File: src/rtl/console_pkg.sv
// Shared console types: character width, message length limit, arbiter FSM states.
// Pure declarations; no logic, no latency, no flow control.
// Imported by the console arbiter and the multi-sink schedulers.
package console_pkg;

    localparam int CHAR_W        = 8;
    localparam int MSG_MAX_CHARS = 100;

    typedef enum logic {IDLE, BUSY} state_t;

    typedef logic [CHAR_W-1:0] char_t;

endpackage

File: src/rtl/rr_picker.sv
// Round-robin picker: first asserted request at or after rr_ptr, searching cyclically.
// Combinational, zero latency.
// No flow control; grant is only meaningful while any_valid is high.
module rr_picker #(
    parameter int NUM_REQ = 2,
    parameter int SRC_W   = 1
) (
    input  logic [NUM_REQ-1:0] req,
    input  logic [SRC_W-1:0]   rr_ptr,
    output logic [SRC_W-1:0]   grant,
    output logic               any_valid
);

    int               idx;
    logic [SRC_W-1:0] idx_s;

    // Walk offsets from farthest to nearest so the closest requester wins.
    always_comb begin
        grant = rr_ptr;
        idx   = 0;
        idx_s = '0;
        for (int off = NUM_REQ - 1; off >= 0; off--) begin
            idx = int'(rr_ptr) + off;
            if (idx >= NUM_REQ) begin
                idx = idx - NUM_REQ;
            end
            idx_s = SRC_W'(idx);
            if (req[idx_s]) begin
                grant = idx_s;
            end
        end
    end

    assign any_valid = |req;

endmodule

File: src/rtl/console_arbiter.sv
// Message-granular round-robin arbiter from NUM_REQ character sources to one sink.
// Latency: 1 cycle arbitration, then 1 cycle from accept to out_valid.
// Backpressure: a stalled output register drops req_ready; grants end on last, MAX_LEN or TIMEOUT.
module console_arbiter
    import console_pkg::*;
#(
    parameter int  NUM_REQ = 2,
    parameter int  MAX_LEN = MSG_MAX_CHARS,
    parameter int  TIMEOUT = 16,
    localparam int SRC_W   = (NUM_REQ > 1) ? $clog2(NUM_REQ) : 1
) (
    input  logic                      clock,
    input  logic                      reset_n,
    input  logic [NUM_REQ-1:0]        req_valid,
    input  logic [CHAR_W*NUM_REQ-1:0] req_char,
    input  logic [NUM_REQ-1:0]        req_last,
    output logic [NUM_REQ-1:0]        req_ready,
    output logic                      out_valid,
    output logic [CHAR_W-1:0]         out_char,
    output logic                      out_last,
    output logic [SRC_W-1:0]          out_src,
    input  logic                      out_ready,
    output logic                      busy,
    output logic                      trunc_err,
    output logic                      timeout_err
);

    localparam int CNT_W  = $clog2(MAX_LEN + 1);
    localparam int IDLE_W = $clog2(TIMEOUT + 1);

    state_t             state;
    logic [SRC_W-1:0]   gnt;
    logic [SRC_W-1:0]   gnt_next;
    logic [SRC_W-1:0]   rr_ptr;
    logic [SRC_W-1:0]   pick;
    logic               any_valid;
    logic [CNT_W-1:0]   char_cnt;
    logic [IDLE_W-1:0]  idle_cnt;
    logic               slot_free;
    logic               accept;
    logic               cut;
    logic               g_valid;
    logic               g_last;
    char_t              g_char;

    rr_picker #(
        .NUM_REQ (NUM_REQ),
        .SRC_W   (SRC_W)
    ) u_rr_picker (
        .req       (req_valid),
        .rr_ptr    (rr_ptr),
        .grant     (pick),
        .any_valid (any_valid)
    );

    always_comb begin
        g_char = '0;
        for (int i = 0; i < NUM_REQ; i++) begin
            if (SRC_W'(i) == gnt) begin
                g_char = req_char[CHAR_W*i +: CHAR_W];
            end
        end
    end

    assign g_valid   = req_valid[gnt];
    assign g_last    = req_last[gnt];
    assign slot_free = !out_valid || out_ready;
    assign accept    = (state == BUSY) && g_valid && slot_free;
    assign cut       = (char_cnt == CNT_W'(MAX_LEN - 1));
    assign gnt_next  = (gnt == SRC_W'(NUM_REQ - 1)) ? '0 : gnt + SRC_W'(1);
    assign busy      = (state == BUSY);

    always_comb begin
        req_ready = '0;
        if (state == BUSY) begin
            req_ready[gnt] = slot_free;
        end
    end

    always_ff @(posedge clock or negedge reset_n) begin
        if (!reset_n) begin
            state       <= IDLE;
            gnt         <= '0;
            rr_ptr      <= '0;
            char_cnt    <= '0;
            idle_cnt    <= '0;
            out_valid   <= 1'b0;
            out_char    <= '0;
            out_last    <= 1'b0;
            out_src     <= '0;
            trunc_err   <= 1'b0;
            timeout_err <= 1'b0;
        end else begin
            trunc_err   <= 1'b0;
            timeout_err <= 1'b0;

            // A drain without a fresh load empties the slot; other fields hold.
            if (accept) begin
                out_valid <= 1'b1;
                out_char  <= g_char;
                out_src   <= gnt;
                out_last  <= g_last || cut;
            end else if (out_valid && out_ready) begin
                out_valid <= 1'b0;
            end

            case (state)
                IDLE: begin
                    if (any_valid) begin
                        gnt      <= pick;
                        char_cnt <= '0;
                        idle_cnt <= '0;
                        state    <= BUSY;
                    end
                end
                BUSY: begin
                    idle_cnt <= g_valid ? '0 : idle_cnt + IDLE_W'(1);
                    if (accept) begin
                        char_cnt  <= char_cnt + CNT_W'(1);
                        trunc_err <= cut && !g_last;
                        if (g_last || cut) begin
                            state  <= IDLE;
                            rr_ptr <= gnt_next;
                        end
                    end else if (!g_valid && idle_cnt == IDLE_W'(TIMEOUT - 1)) begin
                        state       <= IDLE;
                        rr_ptr      <= gnt_next;
                        timeout_err <= 1'b1;
                    end
                end
                default: state <= IDLE;
            endcase
        end
    end

endmodule
File: config.mk
export PLATFORM = sky130hd
export DESIGN_NAME = console_arbiter
export DESIGN_NICKNAME = d
export VERILOG_FILES = /design/src/rtl/console_pkg.sv /design/src/rtl/rr_picker.sv /design/src/rtl/console_arbiter.sv
export SDC_FILE = /design/constraint.sdc
export NUM_CORES = 1
export LEC_CHECK = 0
export CORE_ASPECT_RATIO = 0.75
export CORE_MARGIN = 2
export CORE_UTILIZATION = 49
export CTS_CLUSTER_SIZE = 28
export DETAILED_ROUTE_END_ITERATION = 10
export DONT_BUFFER_PORTS = 1
export REMOVE_ABC_BUFFERS = 1
export SYNTH_ARGS = -nofsm -noshare
export SYNTH_HDL_FRONTEND = slang
export SYNTH_SLANG_ARGS = --single-unit
File: constraint.sdc
create_clock -name clock -period 3.4 [get_ports clock]
set_clock_uncertainty 0.2 [all_clocks]
set_input_delay 1.02 -clock clock [delete_from_list [all_inputs] [get_ports clock]]
set_output_delay 1.02 -clock clock [all_outputs]
set_load 0.05 [all_outputs]
==> summary.txt <==
Logic synthesis
  • Synth Area in Adders: about 2.8%
  • Cell count after synthesis: 135
  • Synth Area in XOR/XNOR: under 10%
  • Post-synth ARST share: 100.0%
  • Post-synthesis sequential area ratio: around 52%
  • Synth Warn #: 0
  • Dominant synthesized flop cell: dfrtp_1
  • Top cell type's share of synthesized area: 52.29%
  • Post-synth cell types: 29
  • Combinational family with the most area after synthesis: simple AND/OR/NAND/NOR gates
  • Complex-gate fraction of the synthesized area: between 10% and 20%
  • Mux cell area share after synthesis: 9.430%
  • Mapped Area: 1340 um^2
  • Post-synthesis simple-gate area fraction: approximately 17%
  • Yosys top cell by area: dfrtp_1
  • Largest cells by area after synthesis: dfrtp_1 52%, mux2i_1 7.5%, o21ai_0 7.1%
  • Post-synth EDFFs: 0
  • Synthesized area per cell: a little under 10 um^2
  • FF+latch count, synth: 28

Place
  • DP Area: 1381 um^2
  • Worst slack, placed: around 0.41 ns
  • Port Buf Inserts: 0
  • RD Place Congestion: approximately 0.75
  • Placed Cells: about 170
  • Post-DP HPWL: ~1900 um

Finish
  • Reg with most FFs: out_char
  • Layout cells sized above 1: about 8.0%
  • Design Area, Final: 1418 um^2
  • Final-stage net count: 164
  • Finished Layout Cells: 173
  • Largest regs: out_char (8), char_cnt (7), idle_cnt (5)
  • Post-layout util: roughly 54%
  • Most common cell after layout, fill and taps aside: dfrtp_1
  • Diodes inserted: 0
  • Largest register FFs: 8
  • Area grow syn2layout: 5.789%
  • Most frequent cells in the layout: 28 x dfrtp_1, 19 x o21ai_0, 18 x nand2_1

Global routing
  • GRT Total Usage: between 10% and 20%
  • Total congestion overflow: 0
  • Vias in the first global route: between 900 and 1000
  • Initial antenna violation count: 0
  • Largest net degree at the start of global routing: 29
  • First-pass GRT wire length: 4602 um

Clock tree
  • Root Driver: clkbuf_4
  • Clk sinks: 28
  • CTS H-Tree Depth: 1
  • CTS tree: built
  • Worst-Skew Late Latency: 0.33 ns
  • Bufs on Longest Clock Path: 2
  • Clock-pin transition on the worst setup and hold timing paths: 0.15 ns
  • CTS buffer count: 3
  • Hold_buf cts: 0
  • # resized after CTS: 0
  • Number of post-CTS setup repair buffers: 0

Worst setup path
  • CP Data Arrival Time: approximately 1.8 ns
  • Crit. path cell count: 2
  • Reg2reg path depth: 4
  • CP Launch Type: input pin
  • Reg2Reg Setup Slack: approximately 1.2 ns
  • Buf+Inv Stages, Crit Path: 0
  • CP top delay family: simple AND/OR/NAND/NOR gates
  • Worst r2r src: out_valid$_DFFE_PN0P_
  • Crit path required time: around 2.2 ns
  • CP max FO: 7
  • Crit end category: output pin
  • CP max-delay cell: and3_1
  • Critical Path Max Stage Delay: 0.52 ns
  • Reg-to-reg endpoint: char_cnt[5]$_DFFE_PN0P_
  • Crit-path cells: nand2b_1 > and3_1
  • Setup CP Type: input pin to output pin

Power
  • Combinational Power Share: 31.3%
  • Power Dens Cells: 962.6 nW/um^2
  • Sw Pwr: 0.6908 mW
  • Cell-internal power: 0.6739 mW
  • Clock Power Share: 11.9%
  • Standby leakage power: 0.6464 nW
  • Reg power frac: approximately 57%
  • Power Total: between 1 and 1.5 mW
  • Max IR drop VDD: ~0.0005 V
  • Sw frac: 50.62%

Floorplanning
  • Core Area: 2603 um^2
  • Die Width: roughly 64 um
  • Die area: between 3000 and 4000 um^2
  • FP Rows: 16
  • Initial Util: 51.49%
  • IO Pins: 39
  • Die Ht: a little under 50 um

Routing
  • DRC viols: 0
  • Met3 Wirelength: around 150 um
  • DR WL/cell: about 15 um
  • DRT met1 WL: approximately 1200 um
  • Drt first-iter violations: 55
  • Post-route ant nets: 0
  • Highest Signal Layer: met4
  • Final wirelength: about 2500 um
  • DRT Pass-1 Iters: 4
  • WL met2: around 1200 um
  • Via-per-instance ratio: 5.711
  • Via count: around 990

Outcome
  • Outcome: complete, no violations

Timing
  • Setup violators final: 0
  • Final worst slack: around 0.4 ns
  • Hold Vio Cnt, Final: 0
  • Fin. max-slew vios: 0
  • Worst-margin pin slew: 0.6164 ns
  • Setup TNS: 0 ns
  • Worst Hold Margin: between 0.15 and 0.2 ns
  • Maximum clock rate: between 300 and 400 MHz
  • Tcrit/Tclk final: 87.98%
  • Max_slew headroom: approximately 60%
  • Minimum clock period: 2.991 ns
  • RSZ-0062 raised after global routing: no

Min path
  • Hold Path Class: input pin to async pin

Job
  • Max Cap Viol: 0
-- cell type report --
type / count / area, um^2
Sequential cell: 28 / 700.7
Tap cell: 36 / 45.04
Multi-Input combinational cell: 96 / 586.8
Fill cell: 230 / 1185
Clock buffer: 4 / 36.28
Timing Repair Buffer: 4 / 30.03
Inverter: 5 / 18.77
-- logic make-up (layout without fill, tap and decap cells) --
family,Yosys count,in the layout
AO/OA/AOI/OAI,30,30
XOR/XNOR,3,3
adder cells (fa/ha/maj),3,3
buffers and inverters,11,13
flip-flops,28,28
multiplexers,12,12
AND/OR/NAND/NOR,48,48
-- per-layer routing --
metal	vias to the layer above	track usage, %
met5	-	0
met4	0	2.128
met3	2	6.928
met2	24	27.08
met1	481	27.57
li1	481	-
-- cell usage after synthesis, drive strengths merged (3+ instances only) --
| master | count |
|---|---|
| dfrtp | 28 |
| o21ai | 19 |
| nand2 | 18 |
| nand3 | 11 |
| mux2i | 10 |
| nor2 | 7 |
| a21oi | 5 |
| inv | 5 |
| buf | 4 |
| a31oi | 3 |
| ha | 3 |
-- worst max path at each step --
stage | to | startpoint | slack, ns
floorplan | req_ready[0] | out_ready | 0.22
global placement | req_ready[1] | out_ready | 0.44
detailed placement | req_ready[1] | out_ready | 0.41
CTS | req_ready[1] | out_ready | 0.41
global route | req_ready[1] | out_valid$_DFFE_PN0P_ | 0.35
finish | req_ready[1] | out_ready | 0.41
-- power groups by stage --
stage	Combinational [mW]	Sequential, mW	Clock, mW
after floorplan	0.298	0.795	0
after global placement	0.419	0.783	0
after detailed placement	0.433	0.784	0
after CTS	0.433	0.777	0.169
after global routing	0.493	0.795	0.188
final	0.427	0.775	0.162
No activity file was read; power rests on OpenSTA's default activity.
